## config.mk

```make
export PLATFORM = sky130hd
export DESIGN_NAME = inst_fetch_queue_flat
export DESIGN_NICKNAME = d
export VERILOG_FILES = /design/src/rtl/inst_fetch_queue_if.sv /design/src/rtl/inst_fetch_queue.sv /design/src/flat_wrapper.sv
export SDC_FILE = /design/constraint.sdc
export NUM_CORES = 1
export LEC_CHECK = 0
export BUFFER_PORTS_ARGS = -buffer_cell sky130_fd_sc_hd__buf_4
export CORE_ASPECT_RATIO = 1.5
export CORE_MARGIN = 2
export CORE_UTILIZATION = 45
export CTS_CLUSTER_DIAMETER = 60
export DETAILED_ROUTE_END_ITERATION = 10
export GPL_TIMING_DRIVEN = 1
export PLACE_DENSITY = 0.66
export SLEW_MARGIN = 20
export SYNTH_ARGS = -nofsm -noshare
export SYNTH_HDL_FRONTEND = slang
export SYNTH_SLANG_ARGS = --single-unit
```

## constraint.sdc

```tcl
create_clock -name clk -period 7.6 [get_ports clk]
set_input_delay 1.14 -clock clk [delete_from_list [all_inputs] [get_ports clk]]
set_output_delay 1.14 -clock clk [all_outputs]
set_load 0.01 [all_outputs]
```

## src/rtl/inst_fetch_queue_if.sv

```systemverilog
// inst_fetch_queue_if
//   Bundles the fetch-queue handshakes: the instruction-memory request and
//   response ports, the core-side instruction port and the branch redirect.
//   master : the fetch queue (drives requests and instructions).
//   slave  : the environment (memory + core).
//   Signals:
//     mem_req_valid/addr/ready   fetch request, word-aligned byte address
//     mem_resp_valid/data        in-order response, no backpressure
//     inst_valid/inst/inst_pc    head instruction and its PC
//     inst_ready                 core consumes the head
//     redirect_valid/pc          taken branch, restart fetch at redirect_pc
`timescale 1ns/1ps
interface inst_fetch_queue_if;
   logic        mem_req_valid;
   logic [31:0] mem_req_addr;
   logic        mem_req_ready;
   logic        mem_resp_valid;
   logic [31:0] mem_resp_data;
   logic        inst_valid;
   logic [31:0] inst;
   logic [31:0] inst_pc;
   logic        inst_ready;
   logic        redirect_valid;
   logic [31:0] redirect_pc;

   modport master (
      output mem_req_valid, mem_req_addr, inst_valid, inst, inst_pc,
      input  mem_req_ready, mem_resp_valid, mem_resp_data, inst_ready,
             redirect_valid, redirect_pc
   );

   modport slave (
      input  mem_req_valid, mem_req_addr, inst_valid, inst, inst_pc,
      output mem_req_ready, mem_resp_valid, mem_resp_data, inst_ready,
             redirect_valid, redirect_pc
   );
endinterface

```

## src/rtl/inst_fetch_queue.sv

```systemverilog
// inst_fetch_queue
//   Instruction fetch front-end: issues sequential word fetches to a
//   variable-latency memory, tags each in-flight request with its PC, and
//   buffers returned words in an in-order {pc, inst} FIFO for the core.
//   A redirect flushes the FIFO, restarts fetch at the new PC and arranges
//   for responses still in flight to be discarded.
//   Parameters:
//     DEPTH     queue entries, also the cap on queued + in-flight (pow2, >=2)
//     RESET_PC  first fetch address after reset
//   Ports:
//     clk   rising-edge clock
//     rst   synchronous active-low reset (0 = reset, 1 = run)
//     bus   inst_fetch_queue_if.master (memory, core and redirect handshakes)
//   Build option:
//     FETCH_QUEUE_BYPASS_EN  when defined, a response arriving at an empty,
//                            drop-free queue is presented to the core in the
//                            same cycle and skips the FIFO if consumed.
`timescale 1ns/1ps
module inst_fetch_queue #(
   parameter int unsigned DEPTH    = 4,
   parameter logic [31:0] RESET_PC = 32'h0000_0000
) (
   input logic                   clk,
   input logic                   rst,
   inst_fetch_queue_if.master    bus
);

   localparam int unsigned AW = $clog2(DEPTH);
   localparam int unsigned CW = AW + 1;
   localparam logic [CW:0]   DEPTH_W = (CW + 1)'(DEPTH);
   localparam logic [AW-1:0] PTR_ONE = AW'(1);
   localparam logic [CW-1:0] CNT_ONE = CW'(1);

   logic [31:0]   fetch_pc;

   // Instruction FIFO
   logic [31:0]   q_inst [DEPTH];
   logic [31:0]   q_pc   [DEPTH];
   logic [AW-1:0] q_head;
   logic [AW-1:0] q_tail;
   logic [CW-1:0] count;

   // PC tags of requests accepted but not yet answered; depth equals inflight
   logic [31:0]   tag_pc [DEPTH];
   logic [AW-1:0] tag_head;
   logic [AW-1:0] tag_tail;
   logic [CW-1:0] inflight;
   logic [CW-1:0] drop_cnt;

   logic [CW:0]   occupancy;
   logic          req_fire;
   logic          resp_drop;
   logic          resp_keep;
   logic          head_valid;
   logic          bypass_take;
   logic          push;
   logic          pop;
   logic          unused_pc_bits;

   assign unused_pc_bits = ^bus.redirect_pc[1:0];

   assign occupancy  = {1'b0, count} + {1'b0, inflight};
   assign head_valid = rst && (count != '0);
   assign resp_drop  = bus.mem_resp_valid && (drop_cnt != '0);
   assign resp_keep  = bus.mem_resp_valid && (drop_cnt == '0) && !bus.redirect_valid;

   // Request port
   assign bus.mem_req_valid = rst && !bus.redirect_valid && (occupancy < DEPTH_W);
   assign bus.mem_req_addr  = rst ? fetch_pc : RESET_PC;
   assign req_fire          = bus.mem_req_valid && bus.mem_req_ready;

`ifdef FETCH_QUEUE_BYPASS_EN
   logic bypass_hit;

   // resp_keep already excludes redirect cycles and pending drops
   assign bypass_hit  = rst && (count == '0) && resp_keep;
   assign bypass_take = bypass_hit && bus.inst_ready;

   assign bus.inst_valid = head_valid || bypass_hit;
   assign bus.inst       = head_valid ? q_inst[q_head]
                         : (bypass_hit ? bus.mem_resp_data : '0);
   assign bus.inst_pc    = head_valid ? q_pc[q_head]
                         : (bypass_hit ? tag_pc[tag_head] : '0);
`else
   assign bypass_take = 1'b0;

   assign bus.inst_valid = head_valid;
   assign bus.inst       = head_valid ? q_inst[q_head] : '0;
   assign bus.inst_pc    = head_valid ? q_pc[q_head]   : '0;
`endif

   assign push = resp_keep && !bypass_take;
   assign pop  = head_valid && bus.inst_ready && !bus.redirect_valid;

   // Control state
   always_ff @(posedge clk) begin
      if (!rst) begin
         fetch_pc <= RESET_PC;
         q_head   <= '0;
         q_tail   <= '0;
         count    <= '0;
         tag_head <= '0;
         tag_tail <= '0;
         inflight <= '0;
         drop_cnt <= '0;
      end else begin
         // The tag FIFO tracks every outstanding request, including those
         // whose responses will be dropped, so it is never flushed.
         if (req_fire)
            tag_tail <= tag_tail + PTR_ONE;
         if (bus.mem_resp_valid)
            tag_head <= tag_head + PTR_ONE;

         case ({req_fire, bus.mem_resp_valid})
            2'b10:   inflight <= inflight + CNT_ONE;
            2'b01:   inflight <= inflight - CNT_ONE;
            default: ;
         endcase

         if (bus.redirect_valid) begin
            fetch_pc <= {bus.redirect_pc[31:2], 2'b00};
            q_head   <= '0;
            q_tail   <= '0;
            count    <= '0;
            // A response landing in the redirect cycle is already discarded
            drop_cnt <= inflight - CW'(bus.mem_resp_valid);
         end else begin
            if (req_fire)
               fetch_pc <= fetch_pc + 32'd4;
            if (push)
               q_tail <= q_tail + PTR_ONE;
            if (pop)
               q_head <= q_head + PTR_ONE;
            case ({push, pop})
               2'b10:   count <= count + CNT_ONE;
               2'b01:   count <= count - CNT_ONE;
               default: ;
            endcase
            if (resp_drop)
               drop_cnt <= drop_cnt - CNT_ONE;
         end
      end
   end

   // Storage arrays carry no reset; validity lives in the pointers/counters
   always_ff @(posedge clk) begin
      if (push) begin
         q_inst[q_tail] <= bus.mem_resp_data;
         q_pc[q_tail]   <= tag_pc[tag_head];
      end
      if (req_fire)
         tag_pc[tag_tail] <= fetch_pc;
   end

endmodule

```

## src/flat_wrapper.sv

```systemverilog
// flat-port wrapper written by rule: the top's interface ports become plain ports
module inst_fetch_queue_flat 
#(
   parameter int unsigned DEPTH    = 4,
   parameter logic [31:0] RESET_PC = 32'h0000_0000
)
  (clk, rst, bus_mem_req_valid, bus_mem_req_addr, bus_inst_valid, bus_inst, bus_inst_pc, bus_mem_req_ready, bus_mem_resp_valid, bus_mem_resp_data, bus_inst_ready, bus_redirect_valid, bus_redirect_pc);
  inst_fetch_queue_if bus_i ();
  input logic clk;
  input logic rst;
  output wire logic [$bits(bus_i.mem_req_valid)-1:0] bus_mem_req_valid;
  output wire logic [$bits(bus_i.mem_req_addr)-1:0] bus_mem_req_addr;
  output wire logic [$bits(bus_i.inst_valid)-1:0] bus_inst_valid;
  output wire logic [$bits(bus_i.inst)-1:0] bus_inst;
  output wire logic [$bits(bus_i.inst_pc)-1:0] bus_inst_pc;
  input wire logic [$bits(bus_i.mem_req_ready)-1:0] bus_mem_req_ready;
  input wire logic [$bits(bus_i.mem_resp_valid)-1:0] bus_mem_resp_valid;
  input wire logic [$bits(bus_i.mem_resp_data)-1:0] bus_mem_resp_data;
  input wire logic [$bits(bus_i.inst_ready)-1:0] bus_inst_ready;
  input wire logic [$bits(bus_i.redirect_valid)-1:0] bus_redirect_valid;
  input wire logic [$bits(bus_i.redirect_pc)-1:0] bus_redirect_pc;
  assign bus_mem_req_valid = bus_i.mem_req_valid;
  assign bus_mem_req_addr = bus_i.mem_req_addr;
  assign bus_inst_valid = bus_i.inst_valid;
  assign bus_inst = bus_i.inst;
  assign bus_inst_pc = bus_i.inst_pc;
  assign bus_i.mem_req_ready = bus_mem_req_ready;
  assign bus_i.mem_resp_valid = bus_mem_resp_valid;
  assign bus_i.mem_resp_data = bus_mem_resp_data;
  assign bus_i.inst_ready = bus_inst_ready;
  assign bus_i.redirect_valid = bus_redirect_valid;
  assign bus_i.redirect_pc = bus_redirect_pc;
  inst_fetch_queue #(.DEPTH(DEPTH), .RESET_PC(RESET_PC)) u_core (.clk(clk), .rst(rst), .bus(bus_i));
endmodule
```

Yosys cells after proc, flatten, opt, wreduce, memory -nomap -nowiden. Memory sizes are Yosys's and may differ from the RTL's. A register that Yosys moved wholly into a read port is not among the register bits. Cells that the tools add are included.

Register bits: 49. Bits in writable memories: 384. Bits of input ports: 70. Output and inout bits: 98. Logic and storage cells: 67. Memories kept: 3.

Memories: u_core.q_inst (depth 4, width 32, read ports 1, clocked after memory_dff 1, wr ports 1, RTL line inst_fetch_queue.sv:37) `logic [31:0] q_inst [DEPTH];`; u_core.q_pc (depth 4, width 32, read ports 1, clocked after memory_dff 1, wr ports 1, RTL line inst_fetch_queue.sv:38) `logic [31:0] q_pc [DEPTH];`; u_core.tag_pc (depth 4, width 32, read ports 1, clocked after memory_dff 1, wr ports 1, RTL line inst_fetch_queue.sv:44) `logic [31:0] tag_pc [DEPTH];`.

$add $sub $neg: 12. Magnitude comparators: 1. Equality and inequality tests: 4. Mux-type cells: 19. Bitwise gates (word level): 1. Reduce and logical (&&, ||, !) cells: 18.

Operators by type and width (number): $mux 32 (5); $add 32x3->32 const B (1); $mux 2 (6); $pmux 3 s2 (2); $logic_and 1x1->1 (9); $sub 3x1->3 const B (3); $add 2x1->2 const B (4); $reduce_bool 2->1 (4); $add 3x1->3 const B (2); $mux 3 (2); $reduce_bool 3->1 (2); $add 3x3->4 (1); $eq 2x1->1 const B (2); $eq 2x2->1 const B (2); $lt 4x3->1 const B (1); $mux 1 (4); $logic_not 3->1 (1); $sub 3x1->3 (1); $reduce_or 2->1 (1); $logic_not 1->1 (1); $not 1->1 (1).

Logic depth before layout (Yosys ltp). Gate-level depths: netlist of run 1.

Depth in word-level cells: 6. Gate-level depth with buffers: 12. Depth with buffers taken out: 11.

Worst setup path after synthesis of run 1. Ideal clock, no wire load.

Kind: input to register. Start: in bus_redirect_valid. End: mem u_core.q_inst[0][0], enable pin. Setup time: 0.427 ns. Data arrival time: 3.183 ns. Required time: 7.173 ns. Slack: 3.991 ns. Cell stages on the path: 4. Path buffers: 2. Cells stage by stage: buf_2 buf_1 nor2_1 and2_1.

Longest elaborated chain between the ends: 4.

Ends and longest elaborated chain: start, declared (RTL line flat_wrapper.sv:20) `input wire logic [$bits(bus_i.redirect_valid)-1:0] bus_redirect_valid;`; $logic_not 1->1 (RTL line inst_fetch_queue.sv:65) `assign resp_keep = bus.mem_resp_valid && (drop_cnt == '0) && !bus.redirect_valid;`; $logic_and 1x1->1 (RTL line inst_fetch_queue.sv:65); $mux 1 (RTL line inst_fetch_queue.sv:147) `if (push) begin`; $mux 1 (implied by the code) (RTL line inst_fetch_queue.sv:148) `q_inst[q_tail] <= bus.mem_resp_data;`; end, declared (RTL line inst_fetch_queue.sv:37).

No other way between the ends.

==> run summary, run 1 <==
A synthesized cell averages 17.62 sq um. Setup repair after global routing left no endpoint under its margin. Counting along the longest clock path gives a buffer depth of 3.

The flow ran to the end, and the final reports show no timing, DRC or antenna violations. At the placement stage, the worst setup path has a slack of 3.226 ns. The detailed router placed 9008 vias in this run.

The worst flop-to-flop path startpoint is u_core.inflight[2]$_SDFFE_PN0P_. Synthesis handed over a netlist of 957 instances. The die area was 39060 sq um; the critical path buffer and inverter count was 2. In the final timing run, aggregate negative setup slack is 0 ns. The path type of the worst min-delay path is flop to flop. TritonCTS built the clock tree. The layout cell share with drive strength beyond 1 is 30.18%. The clock transition time at the flip-flop clock pins of the worst setup and hold paths works out to 0.07 ns. For this block, the initial DRC count from the detailed router was 465.

The number of pins with negative max-slew slack in the final report came out at 0. The deepest level of the CTS H-tree is 2, and the placeable core area is 36800 sq um. The via count of the first global-routing pass is 9300. Measured against its own limit, the worst slew margin works out to 35.77%.

The peak per-stage delay on the critical path was 0.78 ns. Measured along the y axis, the die boundary spans 241.1 microns. Number of failing hold endpoints at the final stage: 0.

The floorplan has 86 rows. The run gives 0 as the post-CTS setup buffer count. The highest-delay cell along the critical path was sky130_fd_sc_hd__buf_4. The clock latency on the worst-skew pair was 0.55 ns; the global placement routability congestion was 0.7749.

For this design the static power due to leakage is 6.877 nW. The area growth from synthesis to layout works out to 17.34%. The proportion of synthesized flip-flops having asynchronous set or reset is 0%. Critical path launch point type: a flop. VDD sags by at most 0.1739 mV. The number of cells on the critical path came out at 4.

CTS placed an instance of sky130_fd_sc_hd__clkbuf_16 at the clock tree root. The run gives 1201 as the final net count. For the number of buffers added to fix hold violations after cts, the log shows 0.

Walking the worst path, the cells encountered are buf_4 > mux4_2 > and3_1 > buf_4. The cell area after synthesis is 16860 sq um. After detailed routing, the number of vias per cell comes to 5.537.

Counting every sink on the clock net gives 419. For the overflow left after global routing, the log shows 0. The run gives 33650 microns as the wire length reported by the detailed router. In this run, distinct cell masters in the synthesized netlist total 57. The tools report the initial antenna violation count as 0. Synthesis inferred 419 register bits. By area the synthesized netlist is led by sky130_fd_sc_hd__edfxtp_1 (66%), sky130_fd_sc_hd__mux4_2 (12%), sky130_fd_sc_hd__dfxtp_1 (6.1%), sky130_fd_sc_hd__and3_1 (2.6%), sky130_fd_sc_hd__and2_1 (1.3%).

STA puts the critical path data arrival time at 2.98 ns. The total area of multi-input combinational cells came out at 4449 sq um. The shortest period the worst path allows is 4.118 ns.

The capturing element of the worst setup path is bus_inst_pc[19]. The count of warnings emitted by yosys came out at 0. The maximum clock frequency was 242.8 MHz; the floorplan die width was 162.0 microns. Data on the critical path is required at its endpoint by 6.46 ns. The average wire length per cell after detail routing is 20.68 microns. The most frequent cell on the critical path was sky130_fd_sc_hd__buf_4.

Across all register-to-register paths, the minimum setup slack is 4.10 ns. Pin placement for this block handled 168 I/O pins. The count of flip-flops with a built-in enable after synthesis was 368; the placed wire-length estimate was 20130 microns. For the post-route DRC violation count, the log shows 0. The tools report the reg-to-reg critical path endpoint as u_core.inflight[2]$_SDFFE_PN0P_. The type of the setup path with the least slack was flop to output port. In this run the tool buffered the top-level ports with 161 buffer cells. The measured slew at the worst slew-check pin works out to 0.9635 ns. The biggest area contributor in the post-synthesis netlist is sky130_fd_sc_hd__edfxtp_1.

Dividing total power by cell area gives a power density of 244.1 nW/um^2. The initial utilization of the core area, before any placement, comes to 45.81%. Once the clock tree was built, the resizer swapped 0 gates to a different size. The number of cells on the worst hold path was 2; the number of inserted diodes was 0. Type of destination of the critical path: an output port. The tools report the number of buffers created by CTS as 39. Global routing usage summed across all routing layers: 17.66%. Along the worst path, the maximum fanout reaches 40. The area share of the largest cell type after synthesis works out to 65.55%.

The clock skew after layout came out at 0.02458 ns. Setup violations remaining at the end of the flow were counted as 0. For this run, the register share of the synthesized area comes to 71.60%.

Entering global routing, the biggest net connects 65 pins. The first global-routing pass estimated 52700 microns of wire. Broken down by cell family, the worst path's largest delay share belongs to buffers and inverters. Final clock period utilization by the worst path: 54.18%. The first detailed-routing pass took 5 iterations. In the post-route analysis, the smallest setup slack over all paths is 3.482 ns.

The filler cells instantiated in the layout total 3008. For the area taken by flip-flops and latches, the log shows 12080 sq um. For the worst flop-to-flop path, the logic depth is 10. The tool flagged a number of max-cap violations equal to 0. The count of nets left with antenna violations once routing finished came out at 0.

The most used flip-flop cell after synthesis is sky130_fd_sc_hd__edfxtp_1.
## Yosys cell counts (all sizes together) (9+ instances only)
| master | instances |
|---|---|
| a21oi | 29 |
| and2 | 35 |
| and3 | 70 |
| buf | 21 |
| clkbuf | 39 |
| dfxtp | 51 |
| edfxtp | 368 |
| ha | 17 |
| inv | 22 |
| mux4 | 92 |
| nand2 | 35 |
| nand3 | 19 |
| nand4 | 15 |
| nor2 | 33 |
| o21ai | 14 |
| xnor2 | 9 |
| xor2 | 10 |
## how the worst min path moves through the flow
stage	startpoint	slack, ns	endpoint
global placement	u_core.tag_tail[1]$_SDFFE_PN0P_	0.48	u_core.tag_tail[1]$_SDFFE_PN0P_
detailed placement	u_core.tag_tail[1]$_SDFFE_PN0P_	0.50	u_core.tag_tail[1]$_SDFFE_PN0P_
floorplan	u_core.tag_tail[1]$_SDFFE_PN0P_	0.46	u_core.tag_tail[1]$_SDFFE_PN0P_
CTS	u_core.tag_tail[1]$_SDFFE_PN0P_	0.51	u_core.tag_tail[1]$_SDFFE_PN0P_
global route	u_core.count[2]$_SDFFE_PP0P_	0.55	u_core.count[2]$_SDFFE_PP0P_
finish	u_core.tag_tail[1]$_SDFFE_PN0P_	0.51	u_core.tag_tail[1]$_SDFFE_PN0P_
## stage by stage
step                cells  cell area [sq um]  total power, mW  hold WS (ns)  utilization (%)
floorplan             960              16870            2.827        0.4647                -
global placement     1555              18500            2.934        0.4812            50.27
detailed placement   1555              18500            2.944        0.4983            50.27
CTS                  1627              19780            4.881        0.5079            53.76
global route         1627              19780            5.007        0.5546            53.76
finish               1627              19780            4.828        0.5055            53.76
## layer usage
layer / global-route usage, % / share of wire (%) / vias to the layer above
met3: 2.681 / 4.3 / 39
met4: 5.095 / 1.9 / 0
met1: 21.96 / 41 / 4633
li1: - / - / 4108
met5: 0 / 0 / -
met2: 32.07 / 53 / 228
## placed cells by master, fill, tap and decap left out, types with 3 or more instances in the layout
cell type	n
sky130_fd_sc_hd__mux4_2	92
sky130_fd_sc_hd__nand2_1	35
sky130_fd_sc_hd__o31a_1	4
sky130_fd_sc_hd__o21ai_0	11
sky130_fd_sc_hd__dfxtp_2	3
sky130_fd_sc_hd__clkbuf_8	3
sky130_fd_sc_hd__bufinv_16	3
sky130_fd_sc_hd__and2_2	8
sky130_fd_sc_hd__o21ai_1	3
sky130_fd_sc_hd__o311ai_0	7
sky130_fd_sc_hd__edfxtp_1	368
sky130_fd_sc_hd__and2_1	27
sky130_fd_sc_hd__nand4_1	14
sky130_fd_sc_hd__a21oi_1	29
sky130_fd_sc_hd__o22ai_1	3
sky130_fd_sc_hd__or3_1	7
sky130_fd_sc_hd__nand3_1	19
sky130_fd_sc_hd__nor4_1	4
sky130_fd_sc_hd__xor2_1	10
sky130_fd_sc_hd__inv_1	21
sky130_fd_sc_hd__o211ai_1	3
sky130_fd_sc_hd__buf_4	171
sky130_fd_sc_hd__a32oi_1	3
sky130_fd_sc_hd__ha_1	17
sky130_fd_sc_hd__nor2_1	33
sky130_fd_sc_hd__and3_1	69
sky130_fd_sc_hd__nor4_2	3
sky130_fd_sc_hd__a31oi_1	8
sky130_fd_sc_hd__conb_1	4
sky130_fd_sc_hd__clkbuf_16	41
sky130_fd_sc_hd__inv_6	4
sky130_fd_sc_hd__a211oi_1	3
sky130_fd_sc_hd__clkbuf_1	7
sky130_fd_sc_hd__nor3_1	4
sky130_fd_sc_hd__clkinv_1	8
sky130_fd_sc_hd__xnor2_1	9
sky130_fd_sc_hd__dfxtp_1	47
sky130_fd_sc_hd__clkinv_2	5
## registers in the layout (all words and copies together) (netlist names), named ones only
signal and count:
u_core.count 3, u_core.q_head 2, u_core.q_pc 120, u_core.fetch_pc 30, u_core.inflight 3, u_core.drop_cnt 3, u_core.tag_head 2, u_core.q_tail 2
u_core.q_inst 128, u_core.tag_pc 120, u_core.tag_tail 2
## report_power, final
part	switching [mW]	leakage, nW	internal (mW)
logic	0.147	2.47	0.124
registers	0.0441	3.77	2.57
clock network	0.816	0.632	1.12
## layout make-up
cell class | instances | area share, %
Tap cell | 484 | 3.061
Multi-Input combinational cell | 459 | 22.49
Inverter | 22 | 0.4174
Sequential cell | 419 | 61.06
Timing Repair Buffer | 171 | 6.489
Clock inverter | 21 | 0.9550
Clock buffer | 51 | 5.528
## kinds of logic (layout without fill, tap and decap cells)
family                   count (synthesis)  in the layout  synth area share, %
AND/OR/NAND/NOR                        240            240                8.179
XOR/XNOR                                19             19               0.9871
other                                    1              4              0.02224
flip-flops                             419            419                71.60
AO/OA/AOI/OAI                           82             82                3.087
buffers and inverters                   82            265                2.137
adder cells (fa/ha/maj)                 19             19                1.499
multiplexers                            95             95                12.48
## worst min-delay path, stage by stage (launching register included)
cell	delay, ns
sky130_fd_sc_hd__dfxtp_1	0.34
sky130_fd_sc_hd__nand2_1	0.07
sky130_fd_sc_hd__a21oi_1	0.05
No activity file was read; power rests on OpenSTA's default activity.
==> run 2: changes to the inputs <==
==> constraint.sdc (replaced) <==
create_clock -name clk -period 4.3 [get_ports clk]
set_input_delay 0.645 -clock clk [delete_from_list [all_inputs] [get_ports clk]]
set_output_delay 0.645 -clock clk [all_outputs]
set_load 0.01 [all_outputs]
==> run 2 against run 1 <==
Against the previous run:
- via count is 0.53% lower
- routed wire length is 0.15% lower
- sequential share of layout area is 0.51 points lower
- hold slack worse by 0.20 ns
- setup slack worse by 2.4 ns
- critical path depth stayed put
- largest cell class unchanged
==> run summary, run 2 (synthesized netlist as in run 1, its figures left out) <==
The flow ran to the end, and the final reports show no timing, DRC or antenna violations. For this run, the top clock speed supported by timing is 310.3 MHz. The met3 track demand over resource in global routing came out at 2.612% (was 2.681%).

The highest-delay cell along the critical path is sky130_fd_sc_hd__dfxtp_4 (was sky130_fd_sc_hd__buf_4). The peak-usage layer in the global routing report is met2 (unchanged). The number of inserted diodes is 0 (unchanged), and the post-cts repair resize count is 0 (unchanged). The cell at the root of the clock tree is sky130_fd_sc_hd__clkbuf_16 (unchanged). The final net count is 1210 (was 1201), and the via count of the first global-routing pass is 9376 (was 9300).

For the placeable core area, the log shows 36800 sq um (unchanged). The run gives 0.7953 (was 0.7749) as the global placement routability congestion. The area taken by flip-flops and latches was 12080 sq um (unchanged). The total number of clock tree sinks was 419 (unchanged); the first-pass GRT wire length was 52190 microns (was 52700 microns). The number of maximum-capacitance constraint violations is 0 (unchanged), and the number of cells on the worst hold path is 1 (was 2).

Leading registers by flop count: u_core.q_inst: 128 flops, u_core.q_pc: 120 flops, u_core.tag_pc: 120 flops (unchanged). The run gives 0 ns (unchanged) as the aggregate negative setup slack. The worst min-delay path startpoint was bus_mem_resp_data[9] (was u_core.tag_tail[1]$_SDFFE_PN0P_). The run gives 3 (unchanged) as the deepest clock path buffer count. The most frequent cell on the critical path was sky130_fd_sc_hd__buf_4 (unchanged).

Maximum number of pins on one net before global-route repair: 66 (was 65). The clock skew after layout is 0.01246 ns (was 0.02458 ns). Setup repair after global routing left no endpoint under its margin.

The type of the setup path with the least slack was flop to output port (unchanged). The total I/O pin count was 168 (unchanged); the final-report setup violation count was 0 (unchanged). For the post-CTS setup buffer count, the log shows 0 (unchanged). Clock transition time at the flip-flop clock pins of the worst setup and hold paths: 0.06 ns (was 0.07 ns). The depth of the worst register-to-register path is 6 (was 10). The tools report the met1 demand-to-capacity share in global routing as 21.65% (was 21.96%). The number of failing hold endpoints at the final stage is 0 (unchanged).

TritonCTS built the clock tree. The peak per-stage delay on the critical path was 0.73 ns (was 0.78 ns); the die area was 39060 sq um (unchanged). The layout filler cell count came out at 2980 (was 3008). The family with the most delay on the worst path is flip-flops (was buffers and inverters). The shortest period the worst path allows works out to 3.223 ns. Area of placed instances: 18680 sq um (was 18500 sq um).

For the initial core utilization, the log shows 45.81% (unchanged). Most frequent standard cell in the layout excluding fill and tap cells: sky130_fd_sc_hd__edfxtp_1 (unchanged). The number of vias per cell is 5.490 (was 5.537), and the worst-path maximum fanout is 27 (was 40). The number of cells on the critical path is 4 (unchanged), and the signal arrival time at the worst endpoint is 2.58 ns (was 2.98 ns).

Largest register by flop count: u_core.q_inst (unchanged). Number of detailed-route iterations in the first pass: 4 (was 5). The measured slew at the worst slew-check pin is 0.9413 ns (was 0.9635 ns). The placed wire-length estimate was 20490 microns (was 20130 microns). The power per cell area was 429.9 nW/um^2 (was 244.1 nW/um^2). For the wire length reported by the detailed router, the log shows 33590 microns (was 33650 microns). The layout cell share with drive strength beyond 1 was 30.31% (was 30.18%); the number of buffers created by CTS was 39 (unchanged). The initial antenna violation count was 0 (unchanged).

The die height works out to 241.1 microns (unchanged). The tools report the number of buffers added to fix hold violations after cts as 0 (unchanged). The number of standard-cell rows in the floorplan came out at 86 (unchanged). The deepest level of the CTS H-tree is 2 (unchanged), and the total number of vias is 8960 (was 9008). Cell-by-cell trace of the critical path: buf_4 > mux4_2 > and3_1 > buf_4 (unchanged). Type of destination of the critical path: an output port (unchanged). Path type of the worst min-delay path: input port to flop (was flop to flop).

The number of flip-flops in the largest register works out to 128 (unchanged). The number of pins with negative max-slew slack in the final report came out at 0 (unchanged). The post-route DRC violation count is 0 (unchanged), and the overflow left after global routing is 0 (unchanged). The floorplan die width was 162.0 microns (unchanged); the met2 demand-to-capacity share in global routing was 31.39% (was 32.07%). The clock latency on the worst-skew pair came out at 0.53 ns (was 0.55 ns). The final cell area excluding filler cells is 19950 sq um (was 19780 sq um).

The average wire length per cell after detail routing was 20.58 microns (was 20.68 microns). For the static power due to leakage, the log shows 6.933 nW (was 6.877 nW). The worst flop-to-flop path startpoint is u_core.inflight[2]$_SDFFE_PN0P_ (unchanged). The antenna violation net count after detailed routing is 0 (unchanged), and the peak supply drop is 0.2687 mV (was 0.1739 mV).

The headroom to the max-slew limit is 37.01% (was 35.77%). The worst path uses 74.95% of the clock period. The total area of multi-input combinational cells was 4444 sq um (was 4449 sq um). The number of DRC markers after the initial detailed-route iteration is 540 (was 465), and the critical path buffer and inverter count is 2 (unchanged).

Leading cell types in the layout, fill and taps excluded: sky130_fd_sc_hd__edfxtp_1 (368), sky130_fd_sc_hd__buf_4 (171), sky130_fd_sc_hd__mux4_2 (92) (unchanged). The global routing usage summed across all routing layers came out at 17.39% (was 17.66%). Critical path launch point type: a flop (unchanged). The required time at the endpoint of the critical path is 3.65 ns (was 6.46 ns), and the number of port buffers is 161 (unchanged). The area growth from synthesis to layout works out to 18.33% (was 17.34%).
[run 2: changes by cell type in the layout (fill, tap and decap cells not counted), moves of 2 or more]
cell                        previous run  this run
sky130_fd_sc_hd__inv_6                 4         1
sky130_fd_sc_hd__buf_12                0         9
sky130_fd_sc_hd__bufinv_16             3         6
sky130_fd_sc_hd__and2_1               27        31
sky130_fd_sc_hd__clkbuf_8              3         1
sky130_fd_sc_hd__and2_2                8         4
sky130_fd_sc_hd__clkbuf_16            41        39
[run 2: final cells by class]
type / count / area share (%)
inverters: 22 / 0.4139
multi-input cells: 459 / 22.28
repair buffers: 180 / 7.338
clock buffers: 46 / 5.074
flip-flops and latches: 419 / 60.55
well taps: 484 / 3.036
clock inverters: 22 / 1.311
[run 2: routing by layer]
metal	vias up	wire length, microns
met1	4554	13860
met3	48	1427
met5	-	0
met2	244	17530
met4	0	778
li1	4114	-
[run 2: worst register-to-register path, stage by stage (launching register included)]
cell and delay [ns]:
sky130_fd_sc_hd__dfxtp_1 0.34, sky130_fd_sc_hd__ha_1 0.33, sky130_fd_sc_hd__or4b_4 0.55, sky130_fd_sc_hd__nor3_4 0.16, sky130_fd_sc_hd__buf_4 0.29, sky130_fd_sc_hd__and2_1 0.62
sky130_fd_sc_hd__buf_12 0.26
[run 2: power breakdown]
part | leakage, nW | internal (mW) | switching [mW]
clock | 0.619 | 2.04 | 1.42
sequential | 3.77 | 4.55 | 0.0881
combinational | 2.54 | 0.225 | 0.251
total | 6.93 | 6.81 | 1.76
[run 2: worst paths after layout]
| check | endpoint | slack [ns] |
|---|---|---|
| worst min register to register | u_core.tag_tail[1]$_SDFFE_PN0P_ | 0.51 |
| worst min-delay path | u_core.q_inst[0][9]$_DFFE_PP_ | 0.31 |
| worst max-delay path | bus_inst[12] | 1.08 |
| worst max register to register | u_core.tag_pc[1][28]$_DFFE_PP_ | 1.45 |
[run 2: per-stage QoR]
step,hold slack [ns],util [%],instances,worst slack [ns],power (mW)
6_report,0.3070,54.21,1632,1.077,8.576
5_1_grt,0.2941,54.21,1632,0.8797,8.848
4_1_cts,0.2834,54.21,1632,0.9637,8.661
3_5_place_dp,0.5002,50.75,1564,0.9942,5.209
3_3_place_gp,0.4881,50.75,1564,1.050,5.193
2_1_floorplan,0.4647,-,960,1.186,4.996
==> run 3: changes to the inputs <==
==> constraint.sdc (replaced) <==
create_clock -name clk -period 3 [get_ports clk]
set_input_delay 0.45 -clock clk [delete_from_list [all_inputs] [get_ports clk]]
set_output_delay 0.45 -clock clk [all_outputs]
set_load 0.01 [all_outputs]
==> run 3 against run 2 <==
Against the previous run:
- combinational power rose by 52%
- register-to-register slack lost 0.96 ns
- total power rose by 42%
- critical path type unchanged
- clock skew up 0.0045 ns
- largest power group unchanged
- setup slack worse by 0.75 ns
- clock power is 39% higher
- global-route usage rose by 0.21 points
==> run summary, run 3 (synthesized netlist as in run 1, its figures left out) <==
The reg2reg setup slack came out at 0.49 ns (was 1.45 ns). Total I/O pin count: 168 (unchanged). The logs give 1221 (was 1210) for the final net count and 374.0 MHz for the maximum clock frequency. Post-route DRC violation count: 0 (unchanged). The logs give 40 (was 39) for the number of buffers created by CTS and 0 (unchanged) for the number of maximum-capacitance constraint violations.

The worst-path maximum fanout came out at 15 (was 27). The power per cell area was 605.2 nW/um^2 (was 429.9 nW/um^2); the clock skew after layout was 0.01697 ns (was 0.01246 ns). The logs give 7.002 nW (was 6.933 nW) for the static power due to leakage and 0 ns (unchanged) for the aggregate negative setup slack. The final-report setup violation count is 0 (unchanged), and the total number of vias is 9074 (was 8960). The wire length reported by the detailed router is 34050 microns (was 33590 microns).

The run finished with clean final reports. The number of detailed-route iterations in the first pass came out at 6 (was 4). The number of vias per cell is 5.503 (was 5.490). The run gives 0 (unchanged) as the number of pins with negative max-slew slack in the final report. The final cell utilization of the core was 54.53% (was 54.21%); the die height was 241.1 microns (unchanged). The highest-delay cell along the critical path was sky130_fd_sc_hd__mux4_2 (was sky130_fd_sc_hd__dfxtp_4).

TritonCTS built the clock tree. The measured slew at the worst slew-check pin was 0.9494 ns (was 0.9413 ns). The largest register by flop count was u_core.q_inst (unchanged). The logs give 0.54 ns (was 0.53 ns) for the clock latency on the worst-skew pair and 64 (was 66) for the maximum number of pins on one net before global-route repair.

The tools report the initial antenna violation count as 0 (unchanged). For the total number of clock tree sinks, the log shows 419 (unchanged). The cell at the root of the clock tree was sky130_fd_sc_hd__clkbuf_16 (unchanged).

The number of port buffers was 161 (unchanged). Shortest period the worst path allows: 2.674 ns. Critical path launch point type: a flop (unchanged). The worst flop-to-flop path startpoint was u_core.inflight[2]$_SDFFE_PN0P_ (unchanged). The overflow left after global routing is 0 (unchanged), and the placeable core area is 36800 sq um (unchanged). The number of failing hold endpoints at the final stage is 0 (unchanged), and the number of flip-flops in the largest register is 128 (unchanged). The logs give 45.81% (unchanged) for the initial core utilization and 0.3030 mV (was 0.2687 mV) for the peak supply drop. The tools report the number of standard-cell rows in the floorplan as 86 (unchanged). The post-CTS setup buffer count is 0 (unchanged). The deepest level of the CTS H-tree was 2 (unchanged). The most frequent cell on the critical path is sky130_fd_sc_hd__buf_4 (unchanged). For the global routing usage summed across all routing layers, the log shows 17.60% (was 17.39%).

The final critical path takes up 89.13% of the cycle. The tools report the number of buffers added to fix hold violations after cts as 0 (unchanged). For the global placement routability congestion, the log shows 0.8013 (was 0.7953).

The run gives 586 (was 540) as the number of DRC markers after the initial detailed-route iteration. Placed wire-length estimate: 21410 microns (was 20490 microns). Type of the setup path with the least slack: flop to output port (unchanged). Leading cell types in the layout, fill and taps excluded: sky130_fd_sc_hd__edfxtp_1 (368), sky130_fd_sc_hd__buf_4 (177), sky130_fd_sc_hd__mux4_2 (92) (was sky130_fd_sc_hd__edfxtp_1 (368), sky130_fd_sc_hd__buf_4 (171), sky130_fd_sc_hd__mux4_2 (92)).

The most frequent standard cell in the layout excluding fill and tap cells is sky130_fd_sc_hd__edfxtp_1 (unchanged). Worst min-delay path startpoint: bus_mem_resp_data[10] (was bus_mem_resp_data[9]). The deepest clock path buffer count came out at 3 (unchanged). The antenna violation net count after detailed routing was 0 (unchanged). Setup repair after global routing left no endpoint under its margin. The peak per-stage delay on the critical path works out to 0.58 ns (was 0.73 ns). The layout cell share with drive strength beyond 1 is 30.76% (was 30.31%), and the average wire length per cell after detail routing is 20.65 microns (was 20.58 microns).

Headroom to the max-slew limit: 36.48% (was 37.01%). The tools report the post-cts repair resize count as 0 (unchanged). The type of destination of the critical path was an output port (unchanged).

Cell-by-cell trace of the critical path: buf_4 > mux4_2 > and3_1 > buf_4 (unchanged). The signal arrival time at the worst endpoint came out at 2.22 ns (was 2.58 ns). Path type of the worst min-delay path: input port to flop (unchanged).

The die area was 39060 sq um (unchanged); the clock transition time at the flip-flop clock pins of the worst setup and hold paths was 0.06 ns (about the same). The first-pass GRT wire length was 53000 microns (was 52190 microns); the area growth from synthesis to layout was 19.03% (was 18.33%). The via count of the first global-routing pass is 9448 (was 9376), and the required time at the endpoint of the critical path is 2.55 ns (was 3.65 ns).

The floorplan die width works out to 162.0 microns (unchanged). Leading registers by flop count: u_core.q_inst: 128 flops, u_core.q_pc: 120 flops, u_core.tag_pc: 120 flops (unchanged).
run 3: per-stage QoR:
stage	power, mW	instances	hold WS [ns]	instance area, sq um	setup slack (ns)
after global routing	12.57	1648	0.08609	20060	0.2110
after CTS	12.27	1648	0.07748	20060	0.2557
final	12.14	1649	0.1096	20070	0.3261
after detailed placement	7.472	1574	0.4952	18800	0.5083
after floorplan	7.161	960	0.4647	16870	0.08081
after global placement	7.446	1574	0.4806	18800	0.5134
run 3: critical path, delay by kind of cell (launching register included):
kind / cells / cell delay [ns]
buffers and inverters: 2 / 0.48
DFF: 1 / 0.42
muxes: 1 / 0.58
and+or+nand+nor: 1 / 0.20
run 3: final cells by class:
type	instances	area (sq um)
repair buffers	190	1589
flip-flops and latches	419	12080
inverters	22	82.58
clock inverters	18	90.09
clock buffers	56	1175
multi-input cells	459	4444
diodes	1	2.502
fillers	2948	16730
well taps	484	605.6
run 3: worst paths after layout:
check / cells after the start / endpoint
worst max register to register: 6 / u_core.tag_pc[0][3]$_DFFE_PP_
worst max-delay path: 4 / bus_inst_pc[23]
worst min-delay path: 1 / u_core.q_inst[2][10]$_DFFE_PP_
worst min register to register: 2 / u_core.tag_tail[1]$_SDFFE_PN0P_
run 3: report_power, final:
group,total (mW),internal (mW),switching [mW],leakage [nW]
combinational,0.722,0.328,0.395,2.60
sequential,6.62,6.52,0.0980,3.77
clock,4.81,2.74,2.07,0.626
total,12.1,9.58,2.56,7.00
run 3: per-layer routing:
metal	vias up	GRT usage (%)	wire length [microns]
met1	4622	21.88	13750
met4	0	5.578	746
met2	254	31.84	18050
met5	-	0	0
li1	4148	-	-
met3	50	2.492	1499
